**config.mk**
```make
export PLATFORM = sky130hd
export DESIGN_NAME = imm_gen_pipe
export DESIGN_NICKNAME = d
export VERILOG_FILES = /design/src/rtl/imm_gen_pipe.sv
export SDC_FILE = /design/constraint.sdc
export NUM_CORES = 1
export LEC_CHECK = 0
export CAP_MARGIN = 20
export CORE_MARGIN = 4
export CORE_UTILIZATION = 51
export DETAILED_ROUTE_END_ITERATION = 8
export PLACE_DENSITY = 0.91
export REMOVE_ABC_BUFFERS = 1
export SETUP_SLACK_MARGIN = 0.3
export SKIP_CTS_REPAIR_TIMING = 1
export SYNTH_ARGS = -nofsm -noshare
export SYNTH_HDL_FRONTEND = slang
export SYNTH_SLANG_ARGS = --single-unit
export TNS_END_PERCENT = 1
```
**constraint.sdc**
```tcl
create_clock -name clk -period 12.4 [get_ports clk]
set_clock_uncertainty 0.15 [all_clocks]
set_input_delay 3.1 -clock clk [delete_from_list [all_inputs] [get_ports clk]]
set_output_delay 3.1 -clock clk [all_outputs]
set_load 0.02 [all_outputs]
```
**src/rtl/imm_gen_pipe.sv**
```systemverilog
// -----------------------------------------------------------------------------
// imm_gen_pipe
//   Registered immediate generator for the decode stage. Each accepted 32-bit
//   instruction is decoded combinationally. The immediate, the format code, the
//   illegal-opcode flag and a sideband tag are written into a 2-entry FIFO.
//   The out_* ports always show the FIFO head. in_ready is registered and
//   stays high while the FIFO can still accept, so a stream flows at one
//   instruction per cycle.
//   XLEN must be 32 or 64.
//
// Ports
//   clk          clock
//   rst          synchronous active-high reset
//   flush        synchronous clear of all buffered entries (same-cycle push dropped)
//   in_valid     instruction presented
//   in_ready     block can accept (registered, count < 2)
//   in_instr     32-bit instruction word
//   in_tag       sideband tag (typically the PC)
//   out_valid    head entry valid
//   out_ready    consumer accepts the head entry
//   out_imm      decoded immediate, XLEN bits
//   out_fmt      0 NONE, 1 I, 2 S, 3 B, 4 U, 5 J, 6 SHAMT, 7 CSRZ
//   out_illegal  opcode not recognised
//   out_tag      tag of the head entry
// -----------------------------------------------------------------------------
module imm_gen_pipe #(
  parameter int XLEN  = 32,
  parameter int TAG_W = 32
) (
  input  logic             clk,
  input  logic             rst,
  input  logic             flush,
  input  logic             in_valid,
  output logic             in_ready,
  input  logic [31:0]      in_instr,
  input  logic [TAG_W-1:0] in_tag,
  output logic             out_valid,
  input  logic             out_ready,
  output logic [XLEN-1:0]  out_imm,
  output logic [2:0]       out_fmt,
  output logic             out_illegal,
  output logic [TAG_W-1:0] out_tag
);

  typedef enum logic [2:0] {
    FMT_NONE  = 3'd0,
    FMT_I     = 3'd1,
    FMT_S     = 3'd2,
    FMT_B     = 3'd3,
    FMT_U     = 3'd4,
    FMT_J     = 3'd5,
    FMT_SHAMT = 3'd6,
    FMT_CSRZ  = 3'd7
  } fmt_e;

  // ---------------------------------------------------------------------------
  // Combinational decode of the incoming instruction
  // ---------------------------------------------------------------------------
  logic [6:0]      opcode;
  logic [2:0]      funct3;
  logic            is_shift;
  logic [XLEN-1:0] imm_i;
  logic [XLEN-1:0] dec_imm;
  fmt_e            dec_fmt;
  logic            dec_illegal;

  assign opcode   = in_instr[6:0];
  assign funct3   = in_instr[14:12];
  assign is_shift = (funct3 == 3'b001) || (funct3 == 3'b101);
  // A size cast of a signed operand sign-extends it to XLEN.
  assign imm_i    = XLEN'($signed(in_instr[31:20]));

  // NOTE: every output of this block gets a default first, so no path leaves
  // a value unassigned and no latch is inferred.
  always_comb begin
    dec_imm     = '0;
    dec_fmt     = FMT_NONE;
    dec_illegal = 1'b0;
    case (opcode)
      7'b0000011, 7'b1100111: begin          // LOAD, JALR
        dec_fmt = FMT_I;
        dec_imm = imm_i;
      end
      7'b0010011: begin                      // OP-IMM
        if (is_shift) begin
          dec_fmt = FMT_SHAMT;
          // RV64 shifts use a 6-bit amount. Upper funct bits are never part of it.
          if (XLEN == 64) dec_imm = XLEN'(in_instr[25:20]);
          else            dec_imm = XLEN'(in_instr[24:20]);
        end else begin
          dec_fmt = FMT_I;
          dec_imm = imm_i;
        end
      end
      7'b0011011: begin                      // OP-IMM-32, RV64 only
        if (XLEN == 64) begin
          if (is_shift) begin
            dec_fmt = FMT_SHAMT;
            dec_imm = XLEN'(in_instr[24:20]);
          end else begin
            dec_fmt = FMT_I;
            dec_imm = imm_i;
          end
        end else begin
          dec_illegal = 1'b1;
        end
      end
      7'b0100011: begin                      // STORE
        dec_fmt = FMT_S;
        dec_imm = XLEN'($signed({in_instr[31:25], in_instr[11:7]}));
      end
      7'b1100011: begin                      // BRANCH
        dec_fmt = FMT_B;
        dec_imm = XLEN'($signed({in_instr[31], in_instr[7], in_instr[30:25],
                                 in_instr[11:8], 1'b0}));
      end
      7'b1101111: begin                      // JAL
        dec_fmt = FMT_J;
        dec_imm = XLEN'($signed({in_instr[31], in_instr[19:12], in_instr[20],
                                 in_instr[30:21], 1'b0}));
      end
      7'b0110111, 7'b0010111: begin          // LUI, AUIPC
        dec_fmt = FMT_U;
        dec_imm = XLEN'($signed({in_instr[31:12], 12'b0}));
      end
      7'b1110011: begin                      // SYSTEM
        case (funct3)
          3'b100: dec_illegal = 1'b1;
          3'b101, 3'b110, 3'b111: begin
            dec_fmt = FMT_CSRZ;
            dec_imm = XLEN'(in_instr[19:15]);
          end
          3'b001, 3'b010, 3'b011: begin
            dec_fmt = FMT_I;
            dec_imm = imm_i;
          end
          default: ;                         // ECALL/EBREAK/xRET: no immediate
        endcase
      end
      7'b0110011, 7'b0001111: ;              // OP, FENCE: legal, no immediate
      7'b0111011: dec_illegal = (XLEN != 64);  // OP-32
      default: dec_illegal = 1'b1;           // also covers instr[1:0] != 2'b11
    endcase
  end

  // ---------------------------------------------------------------------------
  // 2-entry output FIFO
  // ---------------------------------------------------------------------------
  logic [XLEN-1:0]  imm_q [2];
  logic [2:0]       fmt_q [2];
  logic             ill_q [2];
  logic [TAG_W-1:0] tag_q [2];
  logic             wr_ptr;
  logic             rd_ptr;
  logic [1:0]       count;
  logic [1:0]       count_nxt;
  logic             push;
  logic             pop;

  assign push      = in_valid && in_ready && !flush;
  assign pop       = out_valid && out_ready;
  assign count_nxt = count + {1'b0, push} - {1'b0, pop};

  // NOTE: state is updated with non-blocking assignments so that every
  // register samples values from before the clock edge.
  always_ff @(posedge clk) begin
    if (rst) begin
      count    <= '0;
      wr_ptr   <= 1'b0;
      rd_ptr   <= 1'b0;
      in_ready <= 1'b1;
      // NOTE: the storage is cleared as well because the head entry drives
      // out_* directly and those outputs must read as zero after reset.
      for (int i = 0; i < 2; i++) begin
        imm_q[i] <= '0;
        fmt_q[i] <= '0;
        ill_q[i] <= 1'b0;
        tag_q[i] <= '0;
      end
    end else if (flush) begin
      count    <= '0;
      wr_ptr   <= 1'b0;
      rd_ptr   <= 1'b0;
      in_ready <= 1'b1;
    end else begin
      if (push) begin
        imm_q[wr_ptr] <= dec_imm;
        fmt_q[wr_ptr] <= dec_fmt;
        ill_q[wr_ptr] <= dec_illegal;
        tag_q[wr_ptr] <= in_tag;
        wr_ptr        <= ~wr_ptr;
      end
      if (pop) rd_ptr <= ~rd_ptr;
      count    <= count_nxt;
      in_ready <= (count_nxt < 2'd2);
    end
  end

  assign out_valid   = (count != 2'd0);
  assign out_imm     = imm_q[rd_ptr];
  assign out_fmt     = fmt_q[rd_ptr];
  assign out_illegal = ill_q[rd_ptr];
  assign out_tag     = tag_q[rd_ptr];

endmodule

```
==> impl_metrics.py, run 1 <==
metrics = {
    "run_status": {
        "outcome": "completed",
    },
    "power_and_ir_drop": {
        "p_comb_share_pct": 10.4,
        "seq_power_share_pct": 44.5,
        "p_leak_uw": 0.00349,
        "clockPowerShare_pct": 45.1,
        "ir_worst_vdd_mv": 0.0997,
        "power_uw": 1250,
        "swShare_pct": 20.9,
        "p_int_uw": 988,
        "p_per_area_nw_per_um2": 142,
        "power.net_switching_uw": 261,
    },
    "sta": {
        "worst_slack_ns": 6.64,
        "whs_ns": 0.442,
        "timing_max_transition_violations_final": 0,
        "relSlewSlack_pct": 28.4,
        "finalHoldViolations": 0,
        "period_needed_ns": 5.76,
        "tightest_slew_ns": 1.07,
        "setup_viol": 0,
        "rsz0062_at_grt": "no",
        "fin_crit_sh_pct": 46.5,
        "clock.fmax_mhz": 174,
        "tns_ns": 0,
    },
    "routing": {
        "drt-wirelength-per-cell_um": 19.9,
        "totalWireLength_um": 15700,
        "drt-initial-drc-count": 589,
        "routed_via_density": 5.69,
        "vias": 4488,
        "antenna_left": 0,
        "drc": 0,
        "drtPass1Iterations": 6,
    },
    "yosys": {
        "syn_area_sq_um": 6580,
        "postSynthCellCount": 468,
        "avgSynthCellArea_sq_um": 14.1,
        "synth_top_cell_by_area": "edfxtp_1",
        "synth_common_cells": "edfxtp_1 (136), and2_1 (86), mux2_2 (68), a21o_1 (39), nor2_1 (22)",
        "synth-main-ff-cell": "edfxtp_1",
        "synth_edf_count": 136,
        "ys_ff_latch": 142,
        "ys_types": 49,
        "synth_top_cell_area_share_pct": 62.1,
        "yosysSeqAreaShare_pct": 63.9,
        "synthArstFlopShare_pct": 0,
        "synth.most_common_cell": "edfxtp_1",
        "synth_area_leaders": "edfxtp_1 (62%), mux2_2 (12%), and2_1 (8.2%), a21o_1 (4.5%), dfxtp_1 (1.8%)",
        "ys_warn_count": 0,
    },
    "placement": {
        "dpl.hpwl_um": 10100,
        "post-place-ws_ns": 6.25,
        "gp_congestion": 0.874,
        "port_buffers": 138,
    },
    "final_layout": {
        "area_growth_pct": 33.4,
        "drive_gt1_share_pct": 17.8,
        "post-route-util_pct": 69.5,
        "nets": 675,
        "antenna_cells": 0,
    },
    "floorplanning": {
        "initial_core_util_pct": 52.1,
        "die_w_um": 122,
        "pin_count": 139,
        "die_h_um": 122,
        "fp.coreArea_sq_um": 12600,
        "die-area_sq_um": 14800,
        "rows": 41,
    },
    "critical_path": {
        "critPathKind": "primary input to flip-flop",
        "cp.arrival_ns": 5.90,
        "cp-end-kind": "flip-flop",
        "worstPathRequired_ns": 12.53,
        "critical_path.max_fanout": 35,
        "start_kind": "primary input",
    },
    "global_route": {
        "grt_max_degree": 69,
        "grt_pass1_vias": 4577,
        "antenna_found_initial": 0,
        "grt_first_pass_wirelength_um": 24400,
        "grt_remaining_overflow": 0,
        "grt_use_total_pct": 21.6,
    },
    "cts": {
        "cts_max_level": 4,
        "cts_buffers": 17,
        "clk_latency_ns": 0.41,
        "cts_sinks": 142,
        "cts_tree": "yes",
        "clock_tree.root_cell": "clkbuf_16",
        "path_clk_slew_ns": 0.06,
        "cts_buffer_depth": 2,
    },
    "job": {
        "drv_cap": 0,
    },
    "worst_hold_path": {
        "hold_class": "flip-flop to flip-flop",
    },
}
-- final timing paths --
| check | to | depth (start not counted) | slack (ns) | start |
|---|---|---|---|---|
| setup / recovery | imm_q[1][12] | 6 | 6.64 | rst |
| hold / removal | flip-flop | 2 | 0.44 | rd_ptr |
| setup reg to reg | imm_q[1][12] | 4 | 9.56 | wr_ptr |
| hold reg to reg | flip-flop | 2 | 0.44 | rd_ptr |
-- critical path, cell delays in order --
cell             delay (ns)
clkdlybuf4s50_1        0.54
nor2_1                 0.23
and4_1                 0.94
nand2_1                0.26
a21oi_1                0.66
a21o_1                 0.16
-- cells in the final DEF, fill, tap and decap left out, types with 3 or more instances in the layout --
master           instances
a21o_1                  38
a21oi_1                 10
a21oi_2                  4
a222oi_1                 4
and2_1                  86
buf_4                    4
bufinv_16                6
clkbuf_16               17
clkdlybuf4s50_1        138
clkinv_1                 4
dfxtp_1                  5
edfxtp_1               136
inv_1                    5
mux2_2                  68
nand2_1                  7
nand2b_1                 4
nor2_1                  22
nor2b_1                  3
nor3_1                   5
o21ai_0                  3
xnor2_1                  4
-- per-stage QoR --
step,instance area (sq um),instances
finish,8770,789
global route,8770,789
CTS,8770,789
detailed placement,8120,757
global placement,8120,757
floorplan,6480,443
-- layer usage --
metal	vias to the layer above	part of all wire (%)	wire length [um]	GRT usage [%]
met2	256	49	7670	35.7
met3	37	9.0	1410	6.08
met5	-	0	0	0
li1	2023	-	-	-
met4	0	2.1	323	6.79
met1	2172	40	6290	27.8
-- power by group through the flow --
| stage | Sequential, uW | Combinational [uW] | Clock (uW) |
|---|---|---|---|
| global placement | 564 | 127 | 0 |
| detailed placement | 566 | 129 | 0 |
| finish | 556 | 130 | 563 |
| CTS | 557 | 130 | 565 |
| global route | 559 | 138 | 587 |
| floorplan | 566 | 57.4 | 0 |
-- cells by family (layout without fill, tap and decap cells) --
logic type	after synthesis	in the layout	synth area share [%]
AND/OR/NAND/NOR	146	146	13.0
flip-flops	142	142	63.9
AO/OA/AOI/OAI	75	75	8.56
multiplexers	68	68	11.6
XOR/XNOR	5	5	0.666
adder cells (fa/ha/maj)	2	2	0.380
buffers and inverters	30	179	1.84
-- registers in the layout, indices dropped and copies added (netlist names), named ones only --
signal / cells
imm_q: 64
tag_q: 64
fmt_q: 6
count: 2
ill_q: 2
in_ready: 1
rd_ptr: 1
wr_ptr: 1
-- final cells by class --
type,count,area (sq um)
Sequential cell,142,4210
Fill cell,855,3840
Multi-Input combinational cell,296,2270
Timing Repair Buffer,142,1410
Clock buffer,19,433
Clock inverter,13,219
Tap cell,172,215
Inverter,5,18.8
No activity file was read; power rests on OpenSTA's default activity.
==> run 2: changes to the inputs <==
- clock period: 12.4 -> 5.75 ns (I/O delays scaled with it)
==> run 2 against run 1 <==
  * Sequential power is 120% higher
  * Count of clock-buffer cells in the layout stayed put
  * Die area did not move
  * Register-to-register slack lost 6.2 ns
  * Highest routed layer unchanged
  * Power grew 100%
  * Critical endpoint is now out_imm[31]
  * First-iteration DRC count fell by 19%
  * Sequential share of layout area increased by 0.40 points
  * Clock power grew 83%
  * Largest power group is now sequential cells
  * Global-route usage grew 0.074 points
  * Final area shrank 0.83%
  * Via count down 2.8%
==> impl_metrics.py, run 2 (synthesized netlist as in run 1, its figures left out) <==
metrics = {
    "power_and_ir_drop": {
        "p_per_area_nw_per_um2": 289,
        "p_leak_uw": 0.00345,
        "ir_worst_vdd_mv": 0.204,
        "p_comb_share_pct": 11.1,
        "p_int_uw": 1950,
        "seq_power_share_pct": 47.8,
        "power.net_switching_uw": 557,
        "swShare_pct": 22.2,
        "clockPowerShare_pct": 41.1,
    },
    "sta": {
        "period_needed_ns": 4.23,
        "clock.fmax_mhz": 236,
        "tightest_slew_ns": 0.952,
        "relSlewSlack_pct": 36.6,
        "fin_crit_sh_pct": 73.6,
        "rsz0062_at_grt": "no",
        "setup_viol": 0,
        "finalHoldViolations": 0,
        "timing_max_transition_violations_final": 0,
        "tns_ns": 0,
    },
    "critical_path": {
        "reg2reg_slack_ns": 3.35,
        "cp-end-kind": "primary output",
        "r2r-start": "wr_ptr",
        "reg2reg_depth": 3,
        "start_kind": "flip-flop",
        "worstPathRequired_ns": 4.16,
        "critical_path.max_fanout": 55,
        "cp.arrival_ns": 2.64,
        "reg2reg_to": "imm_q[0][21]",
        "critPathKind": "flip-flop to primary output",
    },
    "global_route": {
        "grt_use_total_pct": 21.6,
        "grt_max_degree": 69,
        "antenna_found_initial": 0,
        "grt_first_pass_wirelength_um": 24400,
        "grt_remaining_overflow": 0,
        "grt_pass1_vias": 4617,
    },
    "floorplanning": {
        "die_h_um": 122,
        "pin_count": 139,
        "initial_core_util_pct": 52.1,
        "die_w_um": 122,
        "rows": 41,
        "fp.coreArea_sq_um": 12600,
        "die-area_sq_um": 14800,
    },
    "routing": {
        "routed_via_density": 5.51,
        "antenna_left": 0,
        "totalWireLength_um": 15300,
        "drtPass1Iterations": 8,
        "drt-wirelength-per-cell_um": 19.4,
        "vias": 4362,
        "drc": 0,
        "drt-initial-drc-count": 476,
    },
    "final_layout": {
        "antenna_cells": 0,
        "drive_gt1_share_pct": 18.2,
        "reg_top3": "imm_q: 64 flops, tag_q: 64 flops, fmt_q: 6 flops",
        "instances_no_fill": 792,
        "area_growth_pct": 32.3,
        "final_common_cell": "clkdlybuf4s50_1",
        "nets": 678,
        "final_cell_mix": "clkdlybuf4s50_1 (138), edfxtp_1 (136), and2_1 (86)",
    },
    "cts": {
        "clk_latency_ns": 0.41,
        "cts_buffer_depth": 2,
        "cts_tree": "yes",
        "cts_buffers": 17,
        "path_clk_slew_ns": 0.06,
        "clock_tree.root_cell": "clkbuf_16",
        "cts_sinks": 142,
        "cts_max_level": 4,
    },
    "job": {
        "drv_cap": 0,
    },
    "placement": {
        "dpl.hpwl_um": 10200,
        "port_buffers": 138,
        "dp.cells": 760,
        "gp_congestion": 0.817,
    },
    "worst_hold_path": {
        "hold_class": "flip-flop to flip-flop",
        "hold_depth": 2,
        "min-delay-start": "rd_ptr",
    },
    "run_status": {
        "outcome": "completed",
    },
}
-- run 2: cell types whose count changed in the layout (fill, tap and decap cells not counted), sizes merged --
cell | before | now
clkinv | 5 | 7
bufinv | 6 | 2
clkinvlp | 2 | 4
buf | 4 | 7
-- run 2: worst max-delay path by stage --
| stage | start | depth (start not counted) | end | slack [ns] |
|---|---|---|---|---|
| final | flip-flop | 3 | out_imm[31] | 1.52 |
| after global routing | flip-flop | 3 | out_imm[31] | 1.41 |
| after global placement | in_instr[6] | 6 | imm_q[1][30] | 1.65 |
| after detailed placement | in_instr[6] | 6 | imm_q[1][24] | 1.57 |
| after CTS | flip-flop | 3 | out_imm[31] | 1.52 |
| after floorplan | in_valid | 4 | fmt_q[0][0] | 0.21 |
-- run 2: per-layer routing --
metal	vias up	track usage [%]	wire, um
met1	2133	27.8	6400
met4	0	7.21	293
met2	183	35.9	7590
li1	2023	-	-
met5	-	0	0
met3	23	5.85	1060
-- run 2: power by group through the flow --
stage               sequential, uW  clock [uW]  combinational, uW
finish                        1200        1030                278
global route                  1210        1100                296
CTS                           1200        1040                281
detailed placement            1220           0                278
global placement              1220           0                274
floorplan                     1220           0                124
-- run 2: layout make-up --
type,instances,area [sq um]
Fill cell,870,3920
Clock inverter,13,124
Clock buffer,19,433
Inverter,5,18.8
Sequential cell,142,4210
Timing Repair Buffer,145,1430
Tap cell,172,215
Multi-Input combinational cell,296,2270
-- run 2: through the flow --
| stage | hold WS (ns) | power (uW) | instance area, sq um | setup slack (ns) | util [%] |
|---|---|---|---|---|---|
| 6_report | 0.438 | 2510 | 8700 | 1.52 | 69.0 |
| 5_1_grt | 0.466 | 2610 | 8700 | 1.41 | 69.0 |
| 4_1_cts | 0.432 | 2530 | 8700 | 1.52 | 69.0 |
| 3_5_place_dp | 0.413 | 1500 | 8150 | 1.57 | 64.5 |
| 3_3_place_gp | 0.395 | 1490 | 8150 | 1.65 | 64.5 |
| 2_1_floorplan | 0.368 | 1340 | 6480 | 0.210 | - |
-- run 2: critical path, cell delays in order, from the launching register on --
cell	delay [ns]
dfxtp_2	0.54
buf_4	0.66
mux2_2	0.41
clkdlybuf4s50_1	0.59
